File: src/rtl/mem_access_pkg.sv
// mem_access_pkg: shared encodings and the alignment rule for the MEM-stage memory port.
package mem_access_pkg;
  localparam int LANE_W = 8;
  typedef enum logic [1:0] {
    SIZE_BYTE = 2'b00,
    SIZE_HALF = 2'b01,
    SIZE_WORD = 2'b10,
    SIZE_ILL  = 2'b11
  } size_e;
  typedef enum logic [2:0] {IDLE, RD, RD_WAIT, RMW_RD, RMW_WAIT, WR} state_e;
  function automatic logic misaligned(input size_e size, input logic [1:0] off);
    return size == SIZE_ILL || (size == SIZE_HALF && off[0]) || (size == SIZE_WORD && off != 2'b00);
  endfunction
endpackage

File: src/rtl/mem_lane_align.sv
// mem_lane_align: little-endian lane extraction/extension for loads and lane merge for sub-word stores.
module mem_lane_align
  import mem_access_pkg::*;
(
  input  logic [31:0] rd_word,
  input  logic [31:0] old_word,
  input  logic [31:0] wdata,
  input  logic [1:0]  offset,
  input  size_e       size,
  input  logic        is_unsigned,
  output logic [31:0] load_data,
  output logic [31:0] merged
);
  logic [4:0]          sh;
  logic [LANE_W-1:0]   b;
  logic [2*LANE_W-1:0] h;
  logic [31:0]         mask;
  assign sh = {offset, 3'b000};
  assign b = 8'(rd_word >> sh);
  assign h = offset[1] ? rd_word[31:16] : rd_word[15:0];
  assign load_data = size == SIZE_BYTE ? {{24{b[7] & ~is_unsigned}}, b}
                   : size == SIZE_HALF ? {{16{h[15] & ~is_unsigned}}, h} : rd_word;
  // halfwords are aligned here, so the byte shift also places the half lane
  assign mask = size == SIZE_BYTE ? 32'h0000_00ff << sh
              : size == SIZE_HALF ? 32'h0000_ffff << sh : 32'hffff_ffff;
  assign merged = (old_word & ~mask) | ((wdata << sh) & mask);
endmodule

File: src/rtl/mem_access_unit.sv
// mem_access_unit: MEM-stage initiator for a word-wide memory without byte enables (sub-word stores via RMW).
module mem_access_unit
  import mem_access_pkg::*;
#(
  parameter int NB_ADDR = 5,
  parameter int NB_DATA = 32
) (
  input  logic               i_clock,
  input  logic               i_reset_n,
  input  logic               i_req_valid,
  input  logic               i_req_write,
  input  logic [1:0]         i_req_size,
  input  logic               i_req_unsigned,
  input  logic [NB_ADDR+1:0] i_req_addr,
  input  logic [NB_DATA-1:0] i_req_wdata,
  output logic               o_ready,
  output logic               o_done,
  output logic               o_error,
  output logic [NB_DATA-1:0] o_rdata,
  output logic               o_mem_enable,
  output logic               o_mem_read,
  output logic               o_mem_write,
  output logic [NB_ADDR-1:0] o_mem_address,
  output logic [NB_DATA-1:0] o_mem_write_data,
  input  logic [NB_DATA-1:0] i_mem_read_data
);
  state_e             state, state_next;
  size_e              req_size, size_q;
  logic [NB_ADDR+1:0] addr_q;
  logic [NB_DATA-1:0] wdata_q, load_data, merged;
  logic               uns_q, accept;
  logic               done_d, error_d, en_d, rd_d, wr_d;
  logic [NB_DATA-1:0] rdata_d, mwdata_d;
  logic [NB_ADDR-1:0] maddr_d;
  assign req_size = size_e'(i_req_size);
  assign o_ready = state == IDLE;
  assign accept = o_ready && i_req_valid;
  mem_lane_align u_align (
    .rd_word    (i_mem_read_data),
    .old_word   (i_mem_read_data),
    .wdata      (wdata_q),
    .offset     (addr_q[1:0]),
    .size       (size_q),
    .is_unsigned(uns_q),
    .load_data  (load_data),
    .merged     (merged)
  );
  always_comb begin
    state_next = state;
    done_d = 1'b0;
    error_d = 1'b0;
    rdata_d = o_rdata;
    en_d = 1'b0;
    rd_d = 1'b0;
    wr_d = 1'b0;
    maddr_d = '0;
    mwdata_d = '0;
    case (state)
      IDLE: if (accept) begin
        if (misaligned(req_size, i_req_addr[1:0])) error_d = 1'b1;
        else begin
          en_d = 1'b1;
          maddr_d = i_req_addr[NB_ADDR+1:2];
          rd_d = !(i_req_write && req_size == SIZE_WORD);
          wr_d = i_req_write && req_size == SIZE_WORD;
          mwdata_d = wr_d ? i_req_wdata : '0;
          state_next = !i_req_write ? RD : req_size == SIZE_WORD ? WR : RMW_RD;
        end
      end
      RD: state_next = RD_WAIT;
      RD_WAIT: begin
        rdata_d = load_data;
        done_d = 1'b1;
        state_next = IDLE;
      end
      RMW_RD: state_next = RMW_WAIT;
      RMW_WAIT: begin
        en_d = 1'b1;
        wr_d = 1'b1;
        maddr_d = addr_q[NB_ADDR+1:2];
        mwdata_d = merged;
        state_next = WR;
      end
      WR: begin
        done_d = 1'b1;
        state_next = IDLE;
      end
      default: state_next = IDLE;
    endcase
  end
  always_ff @(posedge i_clock or negedge i_reset_n) begin
    if (!i_reset_n) begin
      state <= IDLE;
      size_q <= SIZE_BYTE;
      addr_q <= '0;
      wdata_q <= '0;
      uns_q <= 1'b0;
      o_done <= 1'b0;
      o_error <= 1'b0;
      o_rdata <= '0;
      o_mem_enable <= 1'b0;
      o_mem_read <= 1'b0;
      o_mem_write <= 1'b0;
      o_mem_address <= '0;
      o_mem_write_data <= '0;
    end else begin
      state <= state_next;
      if (accept) begin
        size_q <= req_size;
        addr_q <= i_req_addr;
        wdata_q <= i_req_wdata;
        uns_q <= i_req_unsigned;
      end
      o_done <= done_d;
      o_error <= error_d;
      o_rdata <= rdata_d;
      o_mem_enable <= en_d;
      o_mem_read <= rd_d;
      o_mem_write <= wr_d;
      o_mem_address <= maddr_d;
      o_mem_write_data <= mwdata_d;
    end
  end
endmodule

File: config.mk
export PLATFORM = sky130hd
export DESIGN_NAME = mem_access_unit
export DESIGN_NICKNAME = d
export VERILOG_FILES = /design/src/rtl/mem_access_pkg.sv /design/src/rtl/mem_lane_align.sv /design/src/rtl/mem_access_unit.sv
export SDC_FILE = /design/constraint.sdc
export NUM_CORES = 1
export LEC_CHECK = 0
export BUFFER_PORTS_ARGS = -buffer_cell sky130_fd_sc_hd__buf_2
export CAP_MARGIN = 30
export CORE_ASPECT_RATIO = 1.75
export CORE_MARGIN = 2
export CORE_UTILIZATION = 51
export CTS_CLUSTER_DIAMETER = 60
export DETAILED_ROUTE_END_ITERATION = 12
export GPL_TIMING_DRIVEN = 0
export PLACE_DENSITY = 0.88
export SYNTH_ARGS = -nofsm -noshare
export SYNTH_HDL_FRONTEND = slang
export SYNTH_SLANG_ARGS = --single-unit
File: constraint.sdc
create_clock -name i_clock -period 4.4 [get_ports i_clock]
set_clock_uncertainty 0.2 [all_clocks]
set_input_delay 0 -clock i_clock [delete_from_list [all_inputs] [get_ports i_clock]]
set_output_delay 0 -clock i_clock [all_outputs]
set_load 0.02 [all_outputs]
### Yosys cells after proc, flatten, opt, wreduce, memory -nomap -nowiden

Index checks and enable logic that the tools add are counted.

| operators by class | value |
|---|---|
| eq/ne operators | 11 |
| shifts and indexed selects | 4 |
| mux-type cells | 30 |
| bitwise operators | 7 |
| reductions and logical operators | 12 |

Operators by type and width:

| cell | count |
|---|---|
| $mux 32 | 7 |
| $and 32x32->32 | 2 |
| $pmux 32 s2 | 1 |
| $not 32->32 | 1 |
| $or 32x32->32 | 1 |
| $shl 16x5->32 const A | 1 |
| $shl 32x5->32 | 1 |
| $shl 8x5->32 const A | 1 |
| $shr 32x5->8 | 1 |
| $mux 16 | 1 |
| $mux 3 | 4 |
| $pmux 3 s4 | 1 |
| $mux 1 | 11 |
| $mux 5 | 2 |
| $pmux 5 s2 | 1 |
| $eq 3x2->1 const B | 2 |
| $eq 3x3->1 const B | 2 |
| $eq 2x1->1 const B | 2 |
| $eq 2x2->1 const B | 2 |
| $logic_and 1x1->1 | 4 |
| $pmux 1 s2 | 2 |
| $eq 3x1->1 const B | 1 |
| $logic_not 3->1 | 1 |
| $and 1x1->1 | 2 |
| 9 further kinds | 10 |

| word-level totals | value |
|---|---|
| register bits after elaboration | 119 |
| input port bits | 78 |
| output and inout bits | 75 |
| word-level logic and storage cells | 77 |

### Longest topological paths before layout

| logic depth | value |
|---|---|
| word-level depth | 7 |
| depth in mapped cells | 8 |
| mapped depth without buffers | 6 |

### Modules after synthesis

From an unflattened synthesis, not the netlist that was laid out.

| unflattened totals | value |
|---|---|
| cell total of the unflattened synthesis | 482 |
| area total of the unflattened synthesis | 6,412.4 µm² |

By module, submodules not included:

| module | times used | cells an instance | area an instance (µm²) | sequential area each (µm²) |
|---|---|---|---|---|
| mem_access_unit | 1 | 274 | 4,709.5 | 2,977.9 |
| mem_lane_align | 1 | 208 | 1,702.9 | 0.0 |

### Worst setup path before layout

OpenSTA, ideal clock, no wires.

| path | value |
|---|---|
| path type | flip-flop to flip-flop |
| start | register addr_q[1] |
| end | register o_mem_write_data[0] |
| library setup time | 0.138 ns |
| arrival time | 1.906 ns |
| data required time | 4.062 ns |
| path slack | 2.156 ns |
| stages on the path, launching flop included | 9 |
| path buffers | 2 |
| period minus slack after synthesis | 2.244 ns |
| path through | dfrtp_1 > buf_2 > clkinv_1 > clkbuf_1 > ha_1 > nor2_1 > nor3_2 > a22oi_1 > o22ai_1 |

| between the ends | value |
|---|---|
| longest elaborated chain between the ends | 7 |
| elaborated cells between the ends (all ways) | 10 |
| those cells by class | shift (3); mux (3); bitwise (4) |

Ends and longest elaborated chain:

| element | line | text |
|---|---|---|
| from (decl) | mem_access_unit.sv:29 | `logic [NB_ADDR+1:0] addr_q;` |
| from (signal assigned) | mem_access_unit.sv:110 | `addr_q <= i_req_addr;` |
| $shl 16x5->32 | mem_lane_align.sv:25 | `: size == SIZE_HALF ? 32'h0000_ffff << sh : 32'hffff_ffff;` |
| $mux 32 | mem_lane_align.sv:25 |  |
| $mux 32 | mem_lane_align.sv:24 | `assign mask = size == SIZE_BYTE ? 32'h0000_00ff << sh` |
| $not 32->32 | mem_lane_align.sv:26 | `assign merged = (old_word & ~mask) \| ((wdata << sh) & mask);` |
| $and 32x32->32 | mem_lane_align.sv:26 |  |
| $or 32x32->32 (*) | mem_lane_align.sv:26 |  |
| $pmux 32 s2 (*) | mem_access_unit.sv:58 | `case (state)` |
| via mwdata_d[0] | mem_access_unit.sv:33 | `logic [NB_DATA-1:0] rdata_d, mwdata_d;` |
| to (signal assigned) | mem_access_unit.sv:121 | `o_mem_write_data <= mwdata_d;` |
| to (decl) | mem_access_unit.sv:24 | `output logic [NB_DATA-1:0] o_mem_write_data,` |

The timed path passes the listed nets; every way through them passes the cells marked *.
A chain may end at the register's enable or synchronous reset.

### Worst setup path after layout

| path | value |
|---|---|
| start | register addr_q[1] |
| end | register o_mem_write_data[1] |

The elaborated chain is that of the path after synthesis.

==> reports/metrics.csv <==
metric,value,unit
status,completed,
synthArstFlopShare,100,%
cts_tree,built,
holdBufCountCts,94,
n_fill_cell,711,
clkLatencyLatePin,430,ps
drive_gt1_share,29.2,%
power_density,755,nW/um^2
cts-root-buf,clkbuf_16,
cap_violations,0,
synth_ff_type,dfrtp_1,
internal_power,3.62,mW
worstPathArrival,3200,ps
chipWidth,84.9,um
dp.cells,876,
htreeDepth,4,
ys_types,47,
wl_per_cell,23.8,um
cts_setup_buffers,0,
drt_iter0_markers,726,
grt_max_degree,71,
path_cells,"buf_2, clkinv_1, clkbuf_1, ha_1, nor2_1, nor3_2, a22oi_1, o22ai_1",
grt_pass1_vias,6703,
antenna_found_initial,1,
drv_slew,0,
core-area,11200,sq um
wirelength,23900,um
drcViolationCount,0,
grt_pass1_wl,36500,um
syn_area_per_cell,9.89,sq um
cts_sinks,119,
post-synth-top-count-cell,nand2_1,
period_share,71.6,%
switching_power,2.72,mW
finalHoldViolations,0,
fin_nets,939,
postLayoutSetupSlackWorst,1250,ps
synth_nets,673,
total_power,6.34,mW
hp-class,in2reg,
synth_top_area_share,50.9,%
clk_pin_slew,60,ps
synth-edff-count,0,
routabilityCongestion,1.03,
instances_no_fill,1003,
io_pins,153,
start_kind,flop,
synth_area_leaders,"dfrtp_1 (51%), nand2_1 (10%), mux2_2 (3.9%)",
clock_path_buffers,2,
ctsResizeCount,0,
die_h,146,um
ys_ff_latch,119,
rsz0062_at_grt,false,
power_frac_seq,29.3,%
cpMaxStageDelayCell,nor2_1,
setup.worst_path.class,reg2reg,
cp.buffers_inverters,3,
fin_setup_tns,0,ps
port_buffers,152,
place_ws,1560,ps
row_count,51,
cp.required,4450,ps
hpwl,14600,um
grt_use_total,39.3,%
p_leak,4.14,nW
vdd.ir_drop.worst,0.566,mV
worst-path-max-fanout,11,
p_sw_share,42.9,%
dr_total_vias,6359,
power_frac_clock,24.0,%
cts-buffers-inserted,17,
end_kind,flop,
syn_to_final_growth,43.8,%
yosysTopAreaCell,dfrtp_1,
slew_headroom,40.6,%
netlist_instances,591,
p_comb_share,46.7,%
start_util,52.3,%
seq_area_frac_synth,50.9,%
avgViaCountPerCell,6.34,
layout_min_cycle_time,3150,ps
finalSetupViolations,0,
die_area,12400,sq um
grt-ovfl-total,0,
clock.fmax,0.318,GHz
drtPass1Iterations,7,
worstMarginPinSlew,879,ps
ys_top_cells_by_count,"nand2_1 (163), dfrtp_1 (119), nand3_1 (34)",
crit_family,buffers and inverters,
ys_warn_count,0,
slowest_delay,580,ps
drtAntennaViolNets,0,
synthesis.area,5850,sq um
-- layer usage --
layer  track usage [%]  vias up  wire (um)
li1                  -     2634          -
met1              40.5     2983       7350
met2              66.6      553      12000
met3              8.51      189       2140
met4              32.5        0       2360
met5                 0        -          0
-- layout by cell type, fill, tap and decap left out, types with 17 or more instances in the layout --
master / n
buf_2: 167
nand2_1: 163
dfrtp_1: 119
dlygate4sd3_1: 93
nand3_1: 34
o22ai_1: 27
o21ai_0: 26
nor2_1: 23
mux2_2: 20
clkbuf_16: 17
-- power groups by stage --
stage,logic (mW),clock network [mW],registers [mW]
5_1_grt,3.15,1.57,1.87
3_3_place_gp,2.61,0,1.81
2_1_floorplan,1.66,0,1.98
3_5_place_dp,2.67,0,1.82
6_report,2.96,1.52,1.86
4_1_cts,2.84,1.50,1.81
-- final timing paths --
check                                             from                             to  slack, ps  cells after the start
worst max-delay path             addr_q[1]$_DFFE_PN0N_  o_mem_write_data[1]$_DFF_PN0_       1250                      8
worst min-delay path                    i_req_unsigned              uns_q$_DFFE_PN0N_        120                      4
worst max register to register   addr_q[1]$_DFFE_PN0N_  o_mem_write_data[1]$_DFF_PN0_       1250                      8
worst min register to register  o_rdata[4]$_DFFE_PN0N_         o_rdata[4]$_DFFE_PN0N_        280                      2
max in group asynchronous                    i_reset_n     o_mem_address[2]$_DFF_PN0_       3200                      4
min in group asynchronous                    i_reset_n     o_mem_address[4]$_DFF_PN0_        470                      4
-- registers in the layout (all words and copies together) (netlist names) --
| name | count |
|---|---|
| addr_q | 7 |
| o_mem_read | 1 |
| o_error | 1 |
| o_rdata | 32 |
| wdata_q | 32 |
| state | 3 |
| o_mem_write | 1 |
| o_mem_address | 5 |
| o_mem_enable | 1 |
| o_done | 1 |
| o_mem_write_data | 32 |
| size_q | 2 |
| uns_q | 1 |
-- worst register-to-register path, stage by stage (launching register included) --
cell and delay (ps):
dfrtp_1 380, buf_2 250, clkinv_1 260, clkbuf_1 350, ha_1 290, nor2_1 580
nor3_2 240, a22oi_1 280, o22ai_1 160
-- cells by family (layout without fill, tap and decap cells) --
| kind of cell | count (synthesis) | in the layout | share of synthesized area, % |
|---|---|---|---|
| buffers and inverters | 45 | 324 | 4.07 |
| adder cells (fa/ha/maj) | 4 | 4 | 0.856 |
| AO/OA/AOI/OAI | 119 | 119 | 14.3 |
| AND/OR/NAND/NOR | 262 | 262 | 20.3 |
| flip-flops | 119 | 119 | 50.9 |
| multiplexers | 42 | 42 | 9.55 |
| other | 0 | 1 | 0 |
-- area by class of cell --
type / instances / area [sq um] / share of cell area (%)
Antenna cell: 1 / 2.50 / 0.0298
Buffer: 41 / 223 / 2.65
Clock buffer: 18 / 439 / 5.23
Clock inverter: 14 / 198 / 2.35
Inverter: 4 / 15.0 / 0.179
Multi-Input combinational cell: 427 / 2630 / 31.3
Sequential cell: 119 / 2980 / 35.4
Tap cell: 132 / 165 / 1.97
Timing Repair Buffer: 247 / 1750 / 20.9
-- metrics by stage --
| stage | cell area, sq um | hold slack, ps | util, % |
|---|---|---|---|
| CTS | 8400 | 107 | 75.2 |
| global placement | 6770 | 4.91 | 60.6 |
| floorplan | 5850 | -496 | - |
| global route | 8400 | 130 | 75.2 |
| finish | 8400 | 116 | 75.2 |
| detailed placement | 6810 | -231 | 60.9 |
Power figures use the tool's default switching activity.
